<file path="src/rtl/rf_dbg_pkg.sv">
// Shared types and constants for the register-file debug access arbiter.
package rf_dbg_pkg;

    typedef enum logic [1:0] {
        ST_IDLE   = 2'd0,
        ST_STALL  = 2'd1,
        ST_ACCESS = 2'd2,
        ST_RESP   = 2'd3
    } dbg_state_e;

    localparam int DRAIN_CYCLES_DEF = 3;
    localparam int CNT_W            = 4;

endpackage

</file>
<file path="src/rtl/regfile_dbg_arbiter.sv">
// Debug port into the register file: freezes the pipeline, lets WB drain,
// then borrows the RF write port or the rs1 read port for a single cycle.
module regfile_dbg_arbiter
    import rf_dbg_pkg::*;
#(
    parameter int DATA_WIDTH   = 32,
    parameter int DRAIN_CYCLES = DRAIN_CYCLES_DEF
) (
    input  logic                  clk,
    input  logic                  rst,

    input  logic                  dbg_req_valid,
    output logic                  dbg_req_ready,
    input  logic                  dbg_req_write,
    input  logic [4:0]            dbg_req_addr,
    input  logic [DATA_WIDTH-1:0] dbg_req_wdata,

    output logic                  dbg_rsp_valid,
    input  logic                  dbg_rsp_ready,
    output logic [DATA_WIDTH-1:0] dbg_rsp_rdata,
    output logic                  dbg_rsp_err,

    output logic                  stall_req,

    input  logic                  wb_reg_write_en,
    input  logic [4:0]            wb_rd_addr,
    input  logic [DATA_WIDTH-1:0] wb_rd_data,
    input  logic [4:0]            id_rs1_addr,

    output logic                  rf_we,
    output logic [4:0]            rf_waddr,
    output logic [DATA_WIDTH-1:0] rf_wdata,
    output logic [4:0]            rf_rs1_addr,
    input  logic [DATA_WIDTH-1:0] rf_rs1_data
);

    dbg_state_e            state;
    logic [CNT_W-1:0]      drain_cnt;
    logic                  req_write;
    logic [4:0]            req_addr;
    logic [DATA_WIDTH-1:0] req_wdata;
    logic [DATA_WIDTH-1:0] rsp_rdata;
    logic                  rsp_err;

    always_ff @(posedge clk or posedge rst) begin
        if (rst) begin
            state     <= ST_IDLE;
            drain_cnt <= '0;
            req_write <= 1'b0;
            req_addr  <= '0;
            req_wdata <= '0;
            rsp_rdata <= '0;
            rsp_err   <= 1'b0;
        end else begin
            unique case (state)
                ST_IDLE: begin
                    if (dbg_req_valid) begin
                        req_write <= dbg_req_write;
                        req_addr  <= dbg_req_addr;
                        req_wdata <= dbg_req_wdata;
                        drain_cnt <= CNT_W'(DRAIN_CYCLES);
                        state     <= ST_STALL;
                    end
                end
                ST_STALL: begin
                    // A WB write still in flight at the end of the drain holds off
                    // the access so it lands before the debug port takes over.
                    if (drain_cnt != '0)
                        drain_cnt <= drain_cnt - CNT_W'(1);
                    else if (!wb_reg_write_en)
                        state <= ST_ACCESS;
                end
                ST_ACCESS: begin
                    rsp_rdata <= req_write ? '0 : rf_rs1_data;
                    rsp_err   <= req_write && (req_addr == 5'd0);
                    state     <= ST_RESP;
                end
                ST_RESP: begin
                    if (dbg_rsp_ready)
                        state <= ST_IDLE;
                end
                default: state <= ST_IDLE;
            endcase
        end
    end

    assign dbg_req_ready = (state == ST_IDLE);
    assign dbg_rsp_valid = (state == ST_RESP);
    assign stall_req     = (state != ST_IDLE);
    assign dbg_rsp_rdata = rsp_rdata;
    assign dbg_rsp_err   = rsp_err;

    // The debug port only owns the RF ports during ACCESS; a debug read
    // leaves the write port with WB since it only needs rs1.
    always_comb begin
        rf_we       = wb_reg_write_en;
        rf_waddr    = wb_rd_addr;
        rf_wdata    = wb_rd_data;
        rf_rs1_addr = id_rs1_addr;
        if (state == ST_ACCESS) begin
            if (req_write) begin
                rf_we    = (req_addr != 5'd0);
                rf_waddr = req_addr;
                rf_wdata = req_wdata;
            end else begin
                rf_rs1_addr = req_addr;
            end
        end
    end

endmodule
</file>
<file path="config.mk">
export PLATFORM = sky130hd
export DESIGN_NAME = regfile_dbg_arbiter
export DESIGN_NICKNAME = d
export VERILOG_FILES = /design/src/rtl/rf_dbg_pkg.sv /design/src/rtl/regfile_dbg_arbiter.sv
export SDC_FILE = /design/constraint.sdc
export NUM_CORES = 1
export LEC_CHECK = 0
export ABC_AREA = 1
export BUFFER_PORTS_ARGS = -buffer_cell sky130_fd_sc_hd__buf_2
export CORE_UTILIZATION = 49
export CTS_CLUSTER_DIAMETER = 40
export CTS_CLUSTER_SIZE = 14
export DETAILED_ROUTE_END_ITERATION = 6
export PLACE_DENSITY = 0.95
export SYNTH_ARGS = -nofsm -noshare
export SYNTH_HDL_FRONTEND = slang
export SYNTH_SLANG_ARGS = --single-unit
</file>
<file path="constraint.sdc">
create_clock -name clk -period 4.4 [get_ports clk]
set_input_delay 0.88 -clock clk [delete_from_list [all_inputs] [get_ports clk]]
set_output_delay 0.88 -clock clk [all_outputs]
set_load 0.01 [all_outputs]
</file>
=== Yosys cells after proc, flatten, opt, wreduce, memory -nomap -nowiden ===
Cells that the tools add are included.

* Equal/unequal tests: 8
* Muxes and demuxes: 17
* Reduce and logical (&&, ||, !) cells: 10
* Add/subtract/negate cells: 1

{| class="wikitable"
|+ Operator list
! operator !! number
|-
| $mux W32 || 3
|-
| $mux W5 || 4
|-
| $mux W2 || 4
|-
| $mux W4 || 2
|-
| $ne A2 B2 Y1 const B || 4
|-
| $pmux W2 S4 || 1
|-
| $pmux W4 S2 || 1
|-
| $logic_not A5 Y1 || 1
|-
| $reduce_bool A5 Y1 || 1
|-
| $eq A2 B2 Y1 const B || 2
|-
| $reduce_and A4 Y1 || 1
|-
| $reduce_bool A2 Y1 || 2
|-
| $reduce_bool A4 Y1 || 1
|-
| $sub A4 B1 Y4 const B || 1
|-
| $reduce_and A3 Y1 || 1
|-
| $eq A2 B1 Y1 const B || 1
|-
| $logic_not A2 Y1 || 1
|-
| $mux W1 || 2
|-
| $ne A2 B1 Y1 const B || 1
|-
| $reduce_and A2 Y1 || 1
|-
| $logic_and A1 B1 Y1 || 1
|}

* Register bits: 77
* Output and inout bits: 79
* Input port bits: 117
* Word-level logic and storage cells: 43

=== Longest topological paths before layout ===
Gate-level depths: netlist (run 1).

* Depth after elaboration: 3
* Depth in mapped cells: 8

=== Worst setup path after synthesis (run 1) ===
OpenSTA, ideal clock, no wires.

* Kind: reg-to-output
* From: register state[0]
* To: output port rf_waddr[3]
* Data required time: 3.520 ns
* Slack: 2.194 ns
* Cell stages (with the launch flop): 6
* Path buffers: 1
* Data arrival time: 1.326 ns
* Cells stage by stage: dfrtp_1 > inv_1 > ha_1 > nand2_1 > clkbuf_1 > o21ai_0

* Word-level cells in the longest chain between the ends: 2

{| class="wikitable"
|+ RTL lines
! element !! line !! source
|-
| start: declaration || regfile_dbg_arbiter.sv:37 || <nowiki>dbg_state_e state;</nowiki>
|-
| start signal: assignment || regfile_dbg_arbiter.sv:47 || <nowiki>state <= ST_IDLE;</nowiki>
|-
| start signal: assignment || regfile_dbg_arbiter.sv:62 || <nowiki>state <= ST_STALL;</nowiki>
|-
| start signal: assignment || regfile_dbg_arbiter.sv:71 || <nowiki>state <= ST_ACCESS;</nowiki>
|-
| $eq A2 B2 Y1 || regfile_dbg_arbiter.sv:100 || <nowiki>if (state == ST_ACCESS) begin</nowiki>
|-
| $mux W5 || regfile_dbg_arbiter.sv:100 ||
|-
| end: declaration || regfile_dbg_arbiter.sv:31 || <nowiki>output logic [4:0] rf_waddr,</nowiki>
|}

No other way between the ends.

=== Worst setup path in the final report (run 1) ===
* From: register state[0]
* To: output port rf_we

* Word-level cells in the longest chain between the ends: 2

{| class="wikitable"
|+ RTL lines
! element !! line !! source
|-
| $eq A2 B2 Y1 || regfile_dbg_arbiter.sv:100 ||
|-
| $mux W1 || regfile_dbg_arbiter.sv:100 ||
|-
| end: declaration || regfile_dbg_arbiter.sv:30 || <nowiki>output logic rf_we,</nowiki>
|}

No other way between the ends.

==> metrics.cfg, run 1 <==
[critical_path]
maximum_fanout_along_the_worst_path = 44
max_stage_delay_ps = 720
critical_path.startpoint_type = flip-flop
critPathKind = reg2out
worst_reg_to_reg_setup_slack_ps = 2230
worst_r2r_endpoint = dbg_rsp_err
path_cells = inv_1 > ha_2 > nand2_1 > buf_4 > inv_1 > nand2_1 > o22a_1 > buf_2
timing.rr.start = state[0]
worst_path_dominant_cell_family = buffers and inverters
crit_cells = 8
worst-endpoint-arrival_ps = 2620
r2r.worst_path.cells = 7
count_of_buffering_cells_on_the_critical_path_with_inverters_included = 4
worst_setup_path_end_kind = output pin
cp-endpoint = rf_we
crit_required_ps = 3520
cp-startpoint = state[0]
cp_slowest_cell = sky130_fd_sc_hd__inv_1

[synth]
yosysUniqueCellTypes = 19
synth_ff_type = sky130_fd_sc_hd__dfrtp_1
synth_common_cells = sky130_fd_sc_hd__nand2_1, sky130_fd_sc_hd__dfrtp_1, sky130_fd_sc_hd__inv_1, sky130_fd_sc_hd__o21ai_0, sky130_fd_sc_hd__nand3_1
synth-edff-count = 0
ys_seq_area_frac = 0.5183
netlist_instances = 428
synth_top_cell_area_share = 0.5183
postSynthRegisterBits = 77
yosysWarningCount = 0
async_flop_share = 1.000
synth.net_count = 550
largest_area_contributor_in_the_synthesized_netlist = sky130_fd_sc_hd__dfrtp_1
synth.cell_area_um2 = 3717
synthTopCellsByArea = sky130_fd_sc_hd__dfrtp_1, sky130_fd_sc_hd__nand2_1, sky130_fd_sc_hd__o21ai_0
syn-mean-instance-area_um2 = 8.685
top_count_cell_post_synth = sky130_fd_sc_hd__nand2_1

[floorplanning]
floorplan.core_area_um2 = 7292
die_area_um2 = 7939
die-width_um = 89.10
die_y_um = 89.10
floorplan.io_pins = 196
fp-row-count = 31
initial_core_util = 0.5098

[global_route]
grt_pass1_wl_um = 14230
initial_antenna_violation_count = 0
globalRoute.totalOverflow = 0
grt_pass1_vias = 3152
grt_max_degree = 68
groute.usage.overall = 0.2370

[pwr]
fin_total_pwr_w = 0.003284
p_leak_nw = 2.779
pwr_density_cell_nw_per_um2 = 665.4
maximum_resistive_drop_on_vdd_uv = 283.4

[timing]
report.final.hold_viol_count = 0
final_period_minus_worst_setup_slack_ps = 3503
maxClockFrequency_mhz = 285.5
unrepaired_setup_endpoints_after_global_routing = false
maxSlewHeadroom = 0.2601
crit_path_setup_slack_layout_ps = 897.4
max_slew.worst_pin.slew_ps = 1106
finalCritPeriodShare = 0.7960
fin_tns_setup_ps = 0
timing_max_transition_violations_final = 0
setup_viol_count_final = 0
skew_ps = 8.109

[placed_design]
detailedPlace.worstSlack_ps = 1195
dp_hpwl_um = 7213
gp_congestion = 0.8363
numPlacedInstances = 703
count_of_buffers_inserted_at_the_top_level_ports = 195

[cells_and_area]
instances_no_fill = 719
layout-drive-gt1-share = 0.3935
fin_nets = 737
filler_cell_count = 574
areaGrowthSynthToFinish_pct = 32.75
number_of_antenna_diodes = 0

[worst_hold_path]
min_path_type = reg2reg

[routing]
num_vias = 3589
detail_route.vias_per_cell = 4.992
wl_per_cell_um = 13.40
post-route-drc-count = 0
drt.antenna.violating_nets = 0
routed_wl_um = 9636
drt_iter0_drc = 147
drtPass1Iterations = 5

[clock_tree]
worstSkewPairLatency_ps = 340
cts_max_level = 3
cts-root-buf = sky130_fd_sc_hd__clkbuf_8
tritoncts = yes
post_cts.resized_instances = 0
tritoncts.num_buffers = 9
numClockSinks = 77
cts.repair_timing.setup_buffer_count = 0
maximum_buffer_depth_of_the_clock_tree = 2
cts_hold_buffers = 0
clkSlewWorstSetupHoldPaths_ps = 70

[job]
cap_violations = 0

[status]
run_status = finished, final reports clean

[registers in the layout, summed over array words and instances, names as in the netlist]
signal and count:
req_addr 5, state 2, dbg_rsp_rdata 32, req_write 1, drain_cnt 4, req_wdata 32, dbg_rsp_err 1
[layout make-up]
class / instances / area, um2 / share of cell area
Inverter: 55 / 207.7 / 0.04209
Multi-Input combinational cell: 274 / 1470 / 0.2979
Sequential cell: 77 / 1927 / 0.3905
Clock inverter: 4 / 72.57 / 0.01471
Clock buffer: 12 / 135.1 / 0.02738
Tap cell: 99 / 123.9 / 0.02510
Timing Repair Buffer: 198 / 998.5 / 0.2023
[per-stage QoR]
| step | hold slack [ps] | utilization | instance area [um2] |
|---|---|---|---|
| 3_3_place_gp | 486.8 | 0.6483 | 4727 |
| 6_report | 513.6 | 0.6767 | 4935 |
| 3_5_place_dp | 494.3 | 0.6483 | 4727 |
| 4_1_cts | 516.4 | 0.6767 | 4935 |
| 5_1_grt | 525.5 | 0.6767 | 4935 |
| 2_1_floorplan | 470.3 | - | 3717 |
[power by group]
part	switching (W)	internal (W)
logic	0.000888	0.000626
registers	0.000178	0.00103
clock network	0.000243	0.000320
total	0.00131	0.00198
[worst min-delay path by stage]
stage / cells past startpoint / end / slack (ps) / startpoint
after global routing: 1 / req_wdata[12] / 530 / req_wdata[12]
final: 1 / req_wdata[23] / 510 / req_wdata[23]
after CTS: 1 / req_wdata[23] / 520 / req_wdata[23]
after detailed placement: 1 / req_wdata[21] / 490 / req_wdata[21]
after global placement: 2 / drain_cnt[1] / 490 / drain_cnt[1]
after floorplan: 2 / drain_cnt[0] / 470 / drain_cnt[0]
[per-layer routing]
layer | vias up | part of all wire | global-route usage
li1 | 1722 | - | -
met1 | 1647 | 0.40 | 0.2830
met2 | 195 | 0.50 | 0.4067
met3 | 25 | 0.075 | 0.05263
met4 | 0 | 0.025 | 0.1140
met5 | - | 0 | 0
[cells in the final DEF (no fill, tap or decap)]
master | synthesis | routed
sky130_fd_sc_hd__a21oi_1 | 10 | 10
sky130_fd_sc_hd__buf_2 | 9 | 195
sky130_fd_sc_hd__buf_4 | 0 | 3
sky130_fd_sc_hd__bufinv_16 | 0 | 2
sky130_fd_sc_hd__clkbuf_1 | 10 | 3
sky130_fd_sc_hd__clkbuf_8 | 0 | 9
sky130_fd_sc_hd__clkinv_1 | 1 | 1
sky130_fd_sc_hd__clkinv_2 | 0 | 2
sky130_fd_sc_hd__clkinvlp_4 | 0 | 1
sky130_fd_sc_hd__dfrtp_1 | 77 | 77
sky130_fd_sc_hd__ha_1 | 5 | 4
sky130_fd_sc_hd__ha_2 | 0 | 1
sky130_fd_sc_hd__inv_1 | 54 | 53
sky130_fd_sc_hd__mux2_2 | 17 | 17
sky130_fd_sc_hd__mux2_4 | 12 | 12
sky130_fd_sc_hd__nand2_1 | 124 | 124
sky130_fd_sc_hd__nand2_2 | 1 | 1
sky130_fd_sc_hd__nand3_1 | 36 | 36
sky130_fd_sc_hd__nand4_1 | 1 | 1
sky130_fd_sc_hd__nor2_1 | 17 | 17
sky130_fd_sc_hd__o21ai_0 | 48 | 48
sky130_fd_sc_hd__o22a_1 | 1 | 1
sky130_fd_sc_hd__o22ai_1 | 1 | 1
sky130_fd_sc_hd__or2_2 | 1 | 1
[logic make-up after synthesis]
| family | count (synthesis) | share of synthesized area |
|---|---|---|
| simple gates | 180 | 0.1959 |
| buf+inv | 77 | 0.08684 |
| flops | 77 | 0.5183 |
| compound gates | 60 | 0.08213 |
| mux | 29 | 0.09996 |
| fa+ha+maj | 5 | 0.01683 |
No activity file was read; power rests on OpenSTA's default activity.
==> run 2, diff against run 1 <==
Settings changed: CORE_UTILIZATION 49 to 45, PLACE_DENSITY 0.95 to 0.91.
Clock period 4.4 ns to 3.6 ns, I/O delays scaled along.
==> metrics.cfg, run 2 (synthesis results as in run 1) <==
[status]
run_status = finished, final reports clean

[cells_and_area]
register_area_um2 = 1927  ; unchanged
multiInputGateArea_um2 = 1470  ; unchanged
layout-drive-gt1-share = 0.4003  ; +0.006773
final_cell_area_um2 = 4921  ; -0.28%
number_of_antenna_diodes = 0  ; unchanged
most_common_library_cell_in_the_layout_ignoring_fill_and_taps = sky130_fd_sc_hd__buf_2
fin_nets = 739  ; +0.27%
commonest_non_fill_non_tap_cells_in_the_layout = sky130_fd_sc_hd__buf_2, sky130_fd_sc_hd__nand2_1, sky130_fd_sc_hd__dfrtp_1, sky130_fd_sc_hd__inv_1, sky130_fd_sc_hd__o21ai_0
filler_cell_count = 677  ; +18%
areaGrowthSynthToFinish_pct = 32.38

[worst_hold_path]
worstHoldStart = req_wdata[28]
whs_path_depth = 1  ; unchanged
hold_path_end = req_wdata[28]
min_path_type = reg2reg

[timing]
report.final.hold_viol_count = 0  ; unchanged
setup_viol_count_final = 0  ; unchanged
fin_tns_setup_ps = 0  ; unchanged
timing_max_transition_violations_final = 0  ; unchanged
unrepaired_setup_endpoints_after_global_routing = false
max_slew.worst_pin.slew_ps = 1114  ; +7.548 ps
maxSlewHeadroom = 0.2550  ; -0.005050
final_period_minus_worst_setup_slack_ps = 3097
maxClockFrequency_mhz = 322.9
skew_ps = 12.10  ; +3.988 ps
finalCritPeriodShare = 0.8603

[critical_path]
path_cells = clkinv_1 > nand2_1 > nand2_1 > o21ai_0 > buf_2
worst_path_dominant_cell_family = buffers and inverters
worst_reg_to_reg_setup_slack_ps = 1440  ; -790 ps
r2r.worst_path.cells = 4  ; -3
critical_path.most_common_cell = sky130_fd_sc_hd__nand2_1
worst_r2r_endpoint = req_wdata[31]
critical_path.startpoint_type = flip-flop
cp_slowest_cell = sky130_fd_sc_hd__clkinv_1
max_stage_delay_ps = 680  ; -40 ps
worst-endpoint-arrival_ps = 2380  ; -240 ps
timing.rr.start = state[0]
maximum_fanout_along_the_worst_path = 34  ; -23%
crit_required_ps = 2880  ; -640 ps
critPathKind = reg2out
worst_setup_path_end_kind = output pin
count_of_buffering_cells_on_the_critical_path_with_inverters_included = 2  ; -2

[clock_tree]
numClockSinks = 77  ; unchanged
clkSlewWorstSetupHoldPaths_ps = 80  ; about the same
cts_max_level = 3  ; unchanged
maximum_buffer_depth_of_the_clock_tree = 2  ; unchanged
cts.repair_timing.setup_buffer_count = 0  ; unchanged
tritoncts = yes
tritoncts.num_buffers = 9  ; unchanged
cts-root-buf = sky130_fd_sc_hd__clkbuf_8
post_cts.resized_instances = 0  ; unchanged
cts_hold_buffers = 0  ; unchanged
worstSkewPairLatency_ps = 340  ; about the same

[pwr]
p_leak_nw = 2.774  ; -0.18%
power_switching_w = 0.001620  ; +24%
sequentialPowerShare = 0.377  ; +0.009
pwr_density_cell_nw_per_um2 = 792.7  ; +19%
switching_share = 0.4153  ; +0.01695
maximum_resistive_drop_on_vdd_uv = 364.0  ; +28%
power.clock.fraction = 0.148  ; -0.023
internal_power_w = 0.002281  ; +15%
combinationalPowerShare = 0.475  ; +0.014

[job]
cap_violations = 0  ; unchanged

[placed_design]
count_of_buffers_inserted_at_the_top_level_ports = 195  ; unchanged
dp_hpwl_um = 7218  ; about the same
gp_congestion = 0.8429  ; +0.79%
place_area_um2 = 4746  ; +0.40%

[floorplanning]
die_area_um2 = 8629  ; +8.7%
initial_core_util = 0.4737  ; -0.03609
die-width_um = 92.89  ; +4.3%
die_y_um = 92.89  ; +4.3%
fp-row-count = 32  ; +3.2%
floorplan.core_area_um2 = 7848  ; +7.6%
floorplan.io_pins = 196  ; unchanged

[routing]
drt_iter0_drc = 111  ; -24%
drt.antenna.violating_nets = 0  ; unchanged
detail_route.vias_per_cell = 4.856  ; -2.7%
wl_per_cell_um = 13.17  ; -1.8%
post-route-drc-count = 0  ; unchanged
drtPass1Iterations = 4  ; -1
routed_wl_um = 9532  ; -1.1%
num_vias = 3516  ; -2.0%

[global_route]
grt_pass1_wl_um = 15010  ; +5.5%
initial_antenna_violation_count = 0  ; unchanged
groute.usage.overall = 0.2256  ; -0.01144
grt_pass1_vias = 3353  ; +6.4%
grt_max_degree = 68  ; unchanged
globalRoute.totalOverflow = 0  ; unchanged

run 2: layout make-up:
cell class	count	area share
flip-flops and latches	77	0.3916
clock inverters	7	0.01042
multi-input cells	274	0.2988
inverters	55	0.04221
clock buffers	9	0.02517
well taps	102	0.02593
repair buffers	200	0.2059
run 2: metal layers:
metal	wire [um]	vias to the layer above	track usage
li1	-	1730	-
met1	3846	1628	0.2599
met2	4853	145	0.4032
met3	688	13	0.04844
met4	143	0	0.09359
met5	0	-	0
run 2: worst register-to-register path: stages (launching register included):
cell	delay, ps
sky130_fd_sc_hd__dfrtp_1	400
sky130_fd_sc_hd__inv_1	80
sky130_fd_sc_hd__ha_1	280
sky130_fd_sc_hd__nand2_2	820
sky130_fd_sc_hd__mux2_2	470
run 2: through the flow:
stage,setup WS (ps),power (W),instances,utilization,hold WS (ps)
after floorplan,913.3,0.002706,428,-,470.3
after global placement,964.5,0.003253,708,0.6048,486.9
after detailed placement,851.8,0.003359,708,0.6048,491.2
after CTS,479.0,0.003945,724,0.6271,512.6
after global routing,287.9,0.004235,724,0.6271,540.4
final,502.7,0.003901,724,0.6271,509.2
run 2: power by group through the flow:
stage,logic (W),clock network [W],registers [W]
after global placement,0.00179,0,0.00146
after global routing,0.00209,0.000635,0.00151
after floorplan,0.00120,0,0.00150
final,0.00185,0.000578,0.00147
after CTS,0.00188,0.000594,0.00147
after detailed placement,0.00187,0,0.00149
run 2: worst max path at each step:
stage                     startpoint             end  slack [ps]  depth (start not counted)
after floorplan                  rst     dbg_rsp_err         910                          1
after global placement     req_write  rf_rs1_addr[2]         960                          5
after detailed placement   req_write  rf_rs1_addr[0]         850                          5
after CTS                  req_write  rf_rs1_addr[0]         480                          5
after global routing       req_write  rf_rs1_addr[0]         290                          5
final                      req_write  rf_rs1_addr[0]         500                          5
